`src/rtl/parity_push_adapter.sv`:
```
// ---------------------------------------------------------------------------
// parity_push_adapter
//
// Producer-side front end for the parity FIFO. Raw payload words from an
// upstream source get a parity bit appended when they are accepted. The
// result is presented on the FIFO push interface. A two-entry skid buffer
// (OUT + SKID) sustains one word per cycle while keeping every output
// registered.
//
// Parameters:
//   DATA_WIDTH  payload width; the pushed word is DATA_WIDTH+1 bits
//   EVEN_ODD    0 = even parity over the whole pushed word, 1 = odd
//   PARITY_BIT  0 = parity at bit 0 with the payload above it
//               1 = parity at bit DATA_WIDTH with the payload below it
//
// Ports:
//   clk           single clock, rising-edge
//   rst           asynchronous, active-high reset
//   in_data_i     upstream payload
//   in_valid_i    upstream has a word
//   inject_err_i  invert the parity bit of the word accepted this cycle
//   in_grant_o    the block can accept a word this cycle
//   push_data_o   word plus parity, to the FIFO
//   push_valid_o  push_data_o is valid
//   push_grant_i  the FIFO takes the word this cycle
//   push_count_o  wrapping count of words handed to the FIFO
// ---------------------------------------------------------------------------
module parity_push_adapter #(
  parameter int DATA_WIDTH = 32,
  parameter int EVEN_ODD   = 0,
  parameter int PARITY_BIT = 0
) (
  input  logic                  clk,
  input  logic                  rst,
  input  logic [DATA_WIDTH-1:0] in_data_i,
  input  logic                  in_valid_i,
  input  logic                  inject_err_i,
  output logic                  in_grant_o,
  output logic [DATA_WIDTH:0]   push_data_o,
  output logic                  push_valid_o,
  input  logic                  push_grant_i,
  output logic [15:0]           push_count_o
);

  typedef enum logic [1:0] {
    EMPTY = 2'd0,
    ONE   = 2'd1,
    TWO   = 2'd2
  } state_t;

  state_t                state_q, state_next;
  logic [DATA_WIDTH:0]   out_q, out_next;
  logic [DATA_WIDTH:0]   skid_q, skid_next;
  logic [15:0]           count_q, count_next;
  logic                  valid_q, valid_next;
  logic                  grant_q, grant_next;

  logic                  in_xfer;
  logic                  out_xfer;
  logic [DATA_WIDTH:0]   new_word;

  // Parity is fixed at acceptance time and travels with the word. That way a
  // later change of inject_err_i cannot disturb a word already held.
  function automatic logic [DATA_WIDTH:0] encode(input logic [DATA_WIDTH-1:0] d,
                                                 input logic inj);
    logic p;
    p = (^d) ^ inj ^ (EVEN_ODD != 0);
    if (PARITY_BIT == 0) begin
      return {d, p};
    end else begin
      return {p, d};
    end
  endfunction

  // Handshakes are formed only from registered outputs. Because of this, no
  // combinational path runs from push_grant_i to in_grant_o.
  assign in_xfer  = in_valid_i && grant_q;
  assign out_xfer = valid_q && push_grant_i;
  assign new_word = encode(in_data_i, inject_err_i);

  // Next-state logic for the skid buffer. SKID only ever holds a word older
  // than anything newly accepted, so FIFO order is kept by always draining
  // SKID into OUT before new words can enter.
  always_comb begin
    state_next = state_q;
    out_next   = out_q;
    skid_next  = skid_q;
    count_next = count_q;

    case (state_q)
      EMPTY: begin
        if (in_xfer) begin
          state_next = ONE;
          out_next   = new_word;
        end
      end
      ONE: begin
        if (in_xfer && !out_xfer) begin
          state_next = TWO;
          skid_next  = new_word;
        end else if (in_xfer && out_xfer) begin
          out_next   = new_word;
        end else if (out_xfer) begin
          state_next = EMPTY;
        end
      end
      TWO: begin
        if (out_xfer) begin
          state_next = ONE;
          out_next   = skid_q;
        end
      end
      default: begin
        state_next = EMPTY;
      end
    endcase

    if (out_xfer) begin
      count_next = count_q + 16'd1;
    end

    // The handshake outputs are precomputed from the next state. This lets
    // them come straight out of flops and change together with the state.
    valid_next = (state_next != EMPTY);
    grant_next = (state_next != TWO);
  end

  // State and output registers. Reset clears everything immediately,
  // including both held words.
  always_ff @(posedge clk or posedge rst) begin
    if (rst) begin
      state_q <= EMPTY;
      out_q   <= '0;
      skid_q  <= '0;
      count_q <= '0;
      valid_q <= 1'b0;
      grant_q <= 1'b0;
    end else begin
      state_q <= state_next;
      out_q   <= out_next;
      skid_q  <= skid_next;
      count_q <= count_next;
      valid_q <= valid_next;
      grant_q <= grant_next;
    end
  end

  assign in_grant_o   = grant_q;
  assign push_data_o  = out_q;
  assign push_valid_o = valid_q;
  assign push_count_o = count_q;

endmodule

```
`config.mk`:
```
export PLATFORM = sky130hd
export DESIGN_NAME = parity_push_adapter
export DESIGN_NICKNAME = d
export VERILOG_FILES = /design/src/rtl/parity_push_adapter.sv
export SDC_FILE = /design/constraint.sdc
export NUM_CORES = 1
export LEC_CHECK = 0
export BUFFER_PORTS_ARGS = -buffer_cell sky130_fd_sc_hd__buf_4
export CORE_MARGIN = 4
export CORE_UTILIZATION = 42
export CTS_CLUSTER_SIZE = 25
export DETAILED_ROUTE_END_ITERATION = 16
export HOLD_SLACK_MARGIN = 0.1
export PLACE_DENSITY = 0.67
export SETUP_SLACK_MARGIN = 0.3
export SLEW_MARGIN = 20
export SYNTH_ARGS = -nofsm -noshare
export SYNTH_HDL_FRONTEND = slang
export SYNTH_SLANG_ARGS = --single-unit
```
`constraint.sdc`:
```
create_clock -name clk -period 3.2 [get_ports clk]
set_input_delay 0 -clock clk [delete_from_list [all_inputs] [get_ports clk]]
set_output_delay 0 -clock clk [all_outputs]
set_load 0.02 [all_outputs]
```
# Yosys cells after proc, flatten, opt, wreduce, memory -nomap -nowiden
# Cells that the tools add are included.
# Widths: inputs -> output; s select.
word_totals:
  reg_bits: 86
  inputBits: 37
  out_inout_bits: 51
  elab_cells: 37
classes:
  add_sub_neg: 1
  eq_ne: 7
  muxes: 11
  bitwise_logic: 1
  reduce_logical: 11
op_table:
  columns: ["op", "n"]
  rows:
  - ["$mux 33", 4]
  - ["$pmux 33 s3", 1]
  - ["$reduce_xor 32->1", 1]
  - ["$add 16x1->16 const B", 1]
  - ["$mux 2", 5]
  - ["$ne 2x2->1 const B", 5]
  - ["$pmux 2 s3", 1]
  - ["$reduce_and 5->1", 1]
  - ["$logic_and 1x1->1", 4]
  - ["$reduce_bool 3->1", 1]
  - ["$eq 2x1->1 const B", 1]
  - ["$eq 2x2->1 const B", 1]
  - ["$logic_not 2->1", 1]
  - ["$reduce_and 2->1", 1]
  - ["$reduce_bool 2->1", 1]
  - ["$logic_not 1->1", 1]
  - ["$xor 1x1->1", 1]

# Logic depth before layout (Yosys ltp)
# Gate-level depths: netlist (run 1).
depth:
  depth_word: 6
  ltp_mapped: 7
  mapped_depth_nobuf: 7

# Worst setup path after synthesis (run 1)
# Ideal clock, no wire load.
synth_timing:
  path_type: "reg-to-reg"
  from: "reg valid_q (netlist: push_valid_o)"
  to: "reg out_q[10] (netlist: push_data_o[10])"
  setup_ps: 137
  t_arrival_ps: 1647
  required_ps: 3063
  path_slack_ps: 1416
  path_stages_with_launch: 7
  n_path_buf: 2
  period_less_slack_ps: 1784
  cell_sequence: "dfrtp_1 > nand2_1 > a211oi_1 > a21o_1 > buf_2 > buf_1 > a21oi_1"
synth_via:
  elab_chain_len: 5
  word_cells_on_any_way: 8
  cone_classes: "eq/ne (3); reduce/logical (5)"
synth_lines:
  columns: ["element", "line", "text"]
  rows:
  - ["start, declared", "55", "logic valid_q, valid_next;"]
  - ["start signal, assigned", "143", "valid_q <= valid_next;"]
  - ["$logic_and 1x1->1 *", "78", "assign out_xfer = valid_q && push_grant_i;"]
  - ["$logic_not 1->1", "98", "if (in_xfer && !out_xfer) begin"]
  - ["$logic_and 1x1->1", "98", null]
  - ["$ne 2x2->1 (no source line)", null, null]
  - ["$reduce_and 5->1 (no source line) *", null, null]
  - ["end signal, assigned", "140", "out_q <= out_next;"]
  - ["end, declared", "52", "logic [DATA_WIDTH:0] out_q, out_next;"]
# Every way passes the cells marked *; elsewhere a longest branch is shown, timed or not.
# A chain may end at the register's enable or synchronous reset.

# Worst setup path in the final report (run 1)
layout_timing:
  from: "reg valid_q (netlist: push_valid_o)"
  to: "reg out_q[9] (netlist: push_data_o[9])"
# Same word-level chain as after synthesis.

==> results of run 1 <==
## final cells by class
class | count | area [sq um] | share of cell area
well taps | 108 | 135 | 0.0259
clock buffers | 10 | 138 | 0.0264
repair buffers | 125 | 1020 | 0.197
inverters | 3 | 12.5 | 0.00240
multi-input cells | 224 | 1660 | 0.319
flip-flops and latches | 86 | 2150 | 0.413
clock inverters | 6 | 85.1 | 0.0163
## stage by stage
stage               utilization  cells  power, uW  hold WS (ps)  instance area (sq um)
floorplan                     -    328       3250           151                   3880
global placement          0.525    512       3910           135                   4640
detailed placement        0.525    512       3970           140                   4640
CTS                       0.589    562       4870           118                   5210
global route              0.589    562       5150           150                   5210
finish                    0.589    562       4820           138                   5210
## worst min-delay path, cell delays in order
cell and delay, ps:
buf_4 110, nand2_1 130, o21a_1 130, o22ai_1 80
## worst max path at each step
stage,depth (start not counted),start,end
2_1_floorplan,1,rst,in_grant_o$_DFF_PP0_
3_3_place_gp,6,push_valid_o$_DFF_PP0_,push_data_o[17]$_DFFE_PP0P_
3_5_place_dp,6,push_valid_o$_DFF_PP0_,push_data_o[11]$_DFFE_PP0P_
4_1_cts,6,push_valid_o$_DFF_PP0_,push_data_o[28]$_DFFE_PP0P_
5_1_grt,6,push_valid_o$_DFF_PP0_,push_data_o[21]$_DFFE_PP0P_
6_report,6,push_valid_o$_DFF_PP0_,push_data_o[9]$_DFFE_PP0P_
## metal layers
layer / vias up / track usage
met5: - / 0
met4: 0 / 0.0608
met3: 11 / 0.0435
met2: 74 / 0.253
met1: 1332 / 0.214
li1: 1348 / -
## cells in the final DEF (no fill, tap or decap), types with 2 or more instances in the layout
master          n
a21oi_1        33
and2_1          2
and3_1          2
buf_4          91
bufinv_16       2
clkbuf_8       10
clkinv_2        3
clkinvlp_4      2
dfrtp_1        86
dlygate4sd3_1  34
inv_1           2
mux2_2         32
mux2i_1        32
nand2_1        17
nand3_1         6
nand4_1         2
nor2_1         40
xnor2_1        35
xnor3_1         2
xor2_1          7
## power by group through the flow
stage	Clock (uW)	Combinational (uW)	Sequential, uW
5_1_grt	927	2290	1930
6_report	858	2100	1870
3_5_place_dp	0	2090	1890
3_3_place_gp	0	2050	1870
4_1_cts	881	2130	1860
2_1_floorplan	0	1130	2130
## kinds of logic (layout without fill, tap and decap cells)
group / after synthesis / after routing / share of synthesized area
buf+inv: 18 / 144 / 0.0190
xor+xnor: 45 / 45 / 0.111
compound gates: 39 / 39 / 0.0526
flops: 86 / 86 / 0.555
simple gates: 75 / 75 / 0.0842
fa+ha+maj: 1 / 1 / 0.00323
mux: 64 / 64 / 0.175
## Yosys cell counts (3+ instances only)
| cell type | n |
|---|---|
| xor2_1 | 7 |
| buf_2 | 5 |
| mux2i_1 | 32 |
| a21oi_1 | 33 |
| clkbuf_1 | 7 |
| dfrtp_1 | 86 |
| inv_1 | 3 |
| mux2_2 | 32 |
| nor2_1 | 40 |
| buf_1 | 3 |
| xnor2_1 | 35 |
| nand3_1 | 7 |
| nand2_1 | 17 |
## state kept, by name, indices dropped and copies added (netlist names)
register / cells
skid_q: 33
push_count_o: 16
push_data_o: 33
state_q: 2
push_valid_o: 1
in_grant_o: 1
==> flow_metrics.tcl, run 1 <==
set metrics [dict create \
    status "finished clean" \
    rr_endpoint "push_data_o[9]$_DFFE_PP0P_" \
    final_layout_size_suffix_gt1_frac 0.322 \
    path_max_fanout 45 \
    worst_ep_required_time_ps 3490 \
    worstHoldEndpoint "state_q[0]$_DFF_PP0_" \
    detail_route.wl_per_cell_um 14.7 \
    diodes 0 \
    combPwrFrac 0.435 \
    route.met3.wl_um 450 \
    synth_edf_count 0 \
    skew_ps 8.07 \
    ant_nets 0 \
    worstSetupPathType "reg -> reg" \
    synth_cells 328 \
    r2r_cells 6 \
    max_stage_delay_ps 690 \
    worstSetupStartpointType "flop" \
    overflow 0 \
    r2r_start "push_valid_o$_DFF_PP0_" \
    post-route-period-util 0.731 \
    hold_class "in -> reg" \
    min_path_cells 4 \
    endpoint_kind "flop" \
    p_leak_uw 0.00254 \
    drtPass1Iterations 4 \
    drc 0 \
    pre_cts_slack_ps 865 \
    insertion_delay_ps 360 \
    cts_max_level 3 \
    switching_share 0.369 \
    async_reset_ff_frac 1.00 \
    p_sw_uw 1780 \
    cp.arrival_ps 2630 \
    grt_max_degree 47 \
    grt_usage 0.161 \
    reg2reg_slack_ps 860 \
    synthTopCellsByArea "dfrtp_1 (55%), mux2_2 (9.3%), mux2i_1 (8.3%)" \
    routed-wl-met2_mm 3.93 \
    syn_to_final_growth_pct 34.3 \
    fmax_ghz 0.428 \
    drv_cap 0 \
    relSlewSlack 0.387 \
    num_vias 2765 \
    cts_tree "built" \
    io_pins 88 \
    path_clk_slew_ps 90 \
    dieHeight_um 104 \
    cts-resized-gates 0 \
    tns_ps 0 \
    clockBufferDepth 2 \
    post_synth.cell_area_avg_sq_um 11.8 \
    wl_met1_mm 3.77 \
    worst_slack_ps 861 \
    critical_path_buf_inv_count 1 \
    start_util 0.438 \
    hold_violations 0 \
    num_rows 34 \
    io_buffer_count 87 \
    syn_area_sq_um 3880 \
    power_density_nw_per_um2 926 \
    cts-root-buf "clkbuf_8" \
    die_x_um 104 \
    vias_per_cell 4.92 \
    ys_warn_count 0 \
    p_seq_frac 0.387 \
    cp_top_family "compound AO/OA/AOI/OAI gates" \
    synth-main-ff-cell "dfrtp_1" \
    clock_power_share 0.178 \
    wirelength_mm 8.28 \
    p_int_uw 3040 \
    final_max_slew_viol_count 0 \
    gp_congestion 0.799 \
    die_area_sq_um 10800 \
    top_layer "met4" \
    grt_pass1_vias 2871 \
    crit_slowest_cell "a21o_2" \
    clkSinkCount 86 \
    min_period_ps 2340 \
    peakVddDrop_uv 514 \
    first_iter_violations 117 \
    yosys.area.top_type "dfrtp_1" \
    synth.top_cell.area_share 0.555 \
    yosysSeqAreaShare 0.555 \
    setup_viol 0 \
    antenna_found_initial 0 \
    tightest_slew_ps 919 \
    grt_pass1_wl_mm 14.2 \
    grt_setup_unrepaired "false" \
    n_fill_cell 772 \
    cts_made_buffers 9 \
    syn-num-nets 366 \
    min-delay-start "in_valid_i" \
    holdBufCountCts 34 \
    postCtsSetupRepairBufs 0 \
    layout.nets 487 \
    coreArea_sq_um 8850 \
    ys_types 30 \
    ys_seq_elements 86 \
    path_cells "nand2_1 > a211oi_1 > a21o_2 > buf_4 > nor2_1 > a21oi_1" \
    dpl.hpwl_mm 5.50 \
]
(Power assumes the default switching activity.)
==> run 2: changes to the inputs <==
ABC_AREA = 1   (was unset)
PLACE_DENSITY = 0.66   (was 0.67)
clock period = 2.4 ns   (was 3.2 ns; I/O delays follow)
==> flow_metrics.tcl, run 2 <==
set metrics [dict create \
    status "finished clean" \
    dieHeight_um 110 \
    fmax_ghz 0.591 \
    skew_ps 10.3 \
    cp.arrival_ps 1970 \
    vias_per_cell 4.73 \
    path_max_fanout 48 \
    coreArea_sq_um 10200 \
    max_stage_delay_ps 420 \
    final_max_slew_viol_count 0 \
    cts-resized-gates 0 \
    synth-main-ff-cell "dfrtp_1" \
    grt_pass1_vias 3903 \
    tns_ps 0 \
    gp_congestion 0.773 \
    start_util 0.429 \
    ys_types 24 \
    synth_cells 602 \
    num_rows 37 \
    syn_to_final_growth_pct 32.1 \
    final_cell_mix "nand2_1 (295), buf_4 (90), dfrtp_1 (86), inv_1 (42), nor2_1 (42)" \
    cts_made_buffers 9 \
    drc 0 \
    design_area_sq_um 5790 \
    post_synth.cell_area_avg_sq_um 7.28 \
    syn_area_sq_um 4380 \
    io_buffer_count 87 \
    endpoint_kind "flop" \
    overflow 0 \
    die_x_um 110 \
    path_cells "nor2_1 > nor2_1 > inv_2 > nand2_1 > inv_2 > buf_12 > nor2_1 > a31oi_1" \
    grt_usage 0.184 \
    num_vias 4080 \
    n_fill_cell 933 \
    io_pins 88 \
    min_period_ps 1690 \
    setup_viol 0 \
    hold_class "in -> async" \
    die_area_sq_um 12100 \
    combPwrFrac 0.440 \
    wirelength_mm 10.6 \
    detail_route.wl_per_cell_um 12.3 \
    insertion_delay_ps 360 \
    layout.nets 761 \
    p_seq_frac 0.385 \
    grt_setup_unrepaired "false" \
    final_layout_size_suffix_gt1_frac 0.183 \
    final_common_cell "nand2_1" \
    dpl_cell_area_sq_um 5220 \
    path_clk_slew_ps 80 \
    synth_edf_count 0 \
    synthTopCellsByArea "dfrtp_1 (49%), nand2_1 (25%), a31oi_1 (4.6%)" \
    synth_top_cells_by_count "nand2_1 (296), dfrtp_1 (86), inv_1 (43), nor2_1 (42), a31oi_1 (32)" \
    syn-num-nets 640 \
    tightest_slew_ps 940 \
    critical_path_buf_inv_count 3 \
    power_uw 6400 \
    grt_max_degree 49 \
    clock_power_share 0.175 \
    crit_slowest_cell "dfrtp_1" \
    hold_violations 0 \
    drv_cap 0 \
    ys_seq_elements 86 \
    cts_tree "built" \
    synth.top_cell.area_share 0.491 \
    relSlewSlack 0.372 \
    synth_most_common_cell "nand2_1" \
    path_depth 8 \
    r2r_cells 8 \
    worstSetupStartpointType "flop" \
    power_density_nw_per_um2 1110 \
    postCtsSetupRepairBufs 0 \
    clkSinkCount 86 \
    grt_pass1_wl_mm 17.6 \
    cts_max_level 3 \
    peakVddDrop_uv 450 \
    worst_ep_required_time_ps 2680 \
    dpl.hpwl_mm 7.47 \
    cp_top_family "buffers and inverters" \
    first_iter_violations 230 \
    antenna_found_initial 0 \
    p_int_uw 3810 \
    worstSetupPathType "reg -> reg" \
    diodes 0 \
    yosys.area.top_type "dfrtp_1" \
    cpMostUsedCell "nor2_1" \
    post-route-period-util 0.705 \
    drtPass1Iterations 5 \
    clockBufferDepth 2 \
    p_sw_uw 2590 \
    ant_nets 0 \
    utilization 0.566 \
    yosysSeqAreaShare 0.491 \
    ys_warn_count 0 \
    switching_share 0.405 \
    p_leak_uw 0.00309 \
    cts-root-buf "clkbuf_8" \
    async_reset_ff_frac 1.00 \
]
==> run 2: routing by layer <==
layer	up-vias	share of wire	wire length (um)	global-route usage
li1	2103	-	-	-
met1	1888	0.45	4740	0.226
met2	78	0.49	5160	0.322
met3	11	0.053	562	0.0309
met4	0	0.013	138	0.0739
met5	-	0	0	0
==> run 2: power groups by stage <==
| stage | clock network (uW) | registers [uW] | logic, uW |
|---|---|---|---|
| after global placement | 0 | 2470 | 2720 |
| after detailed placement | 0 | 2490 | 2790 |
| final | 1120 | 2460 | 2820 |
| after global routing | 1210 | 2550 | 3170 |
| after floorplan | 0 | 2820 | 1390 |
| after CTS | 1160 | 2460 | 2850 |
==> run 2: cell families (layout without fill, tap and decap cells) <==
logic type | Yosys count | after routing | synth area share
xor gates and xnor gates | 14 | 14 | 0.0280
buffers and inverters | 75 | 200 | 0.0662
DFF | 86 | 86 | 0.491
adders and majority gates | 1 | 1 | 0.00285
AOI/OAI and AO/OA | 67 | 67 | 0.0856
and+or+nand+nor | 359 | 359 | 0.326
==> run 2: worst paths after layout <==
check                                 startpoint                           to  slack (ps)
max reg2reg                 state_q[1]$_DFF_PP0_  push_data_o[13]$_DFFE_PP0P_         710
min in group clk                    in_data_i[0]   push_data_o[1]$_DFFE_PP0P_         470
max in group asynchronous                    rst   push_data_o[3]$_DFFE_PP0P_        1330
max                         state_q[1]$_DFF_PP0_  push_data_o[13]$_DFFE_PP0P_         710
min                                          rst  push_data_o[10]$_DFFE_PP0P_         390
min reg2reg                skid_q[6]$_DFFE_PP0P_        skid_q[6]$_DFFE_PP0P_         490
==> run 2: metrics by stage <==
stage          std cells  worst slack (ps)  hold slack, ps
3_3_place_gp         812               755             241
2_1_floorplan        602               739             144
5_1_grt              863               470             470
3_5_place_dp         812               718             260
4_1_cts              863               703             419
6_report             863               707             387
==> run 2: timing repair <==
action | in CTS | in global routing
hold buffers | 36 | 0
endpoints found under the setup margin | 0 | 0
endpoints found under the hold margin | 111 | 0
==> run 2: cell type report <==
| type | count | area [sq um] | area share |
|---|---|---|---|
| clock inverter | 3 | 68.8 | 0.0119 |
| clock buffer | 12 | 145 | 0.0251 |
| multi-input combinational | 441 | 1940 | 0.336 |
| tap | 136 | 170 | 0.0294 |
| sequential | 86 | 2150 | 0.372 |
| inverter | 56 | 214 | 0.0369 |
| timing repair buffer | 129 | 1100 | 0.189 |
==> run 2: tightest hold or removal path, stage by stage <==
cell and delay [ps]:
dlygate4sd3_1 530, buf_4 140, clkinvlp_4 600
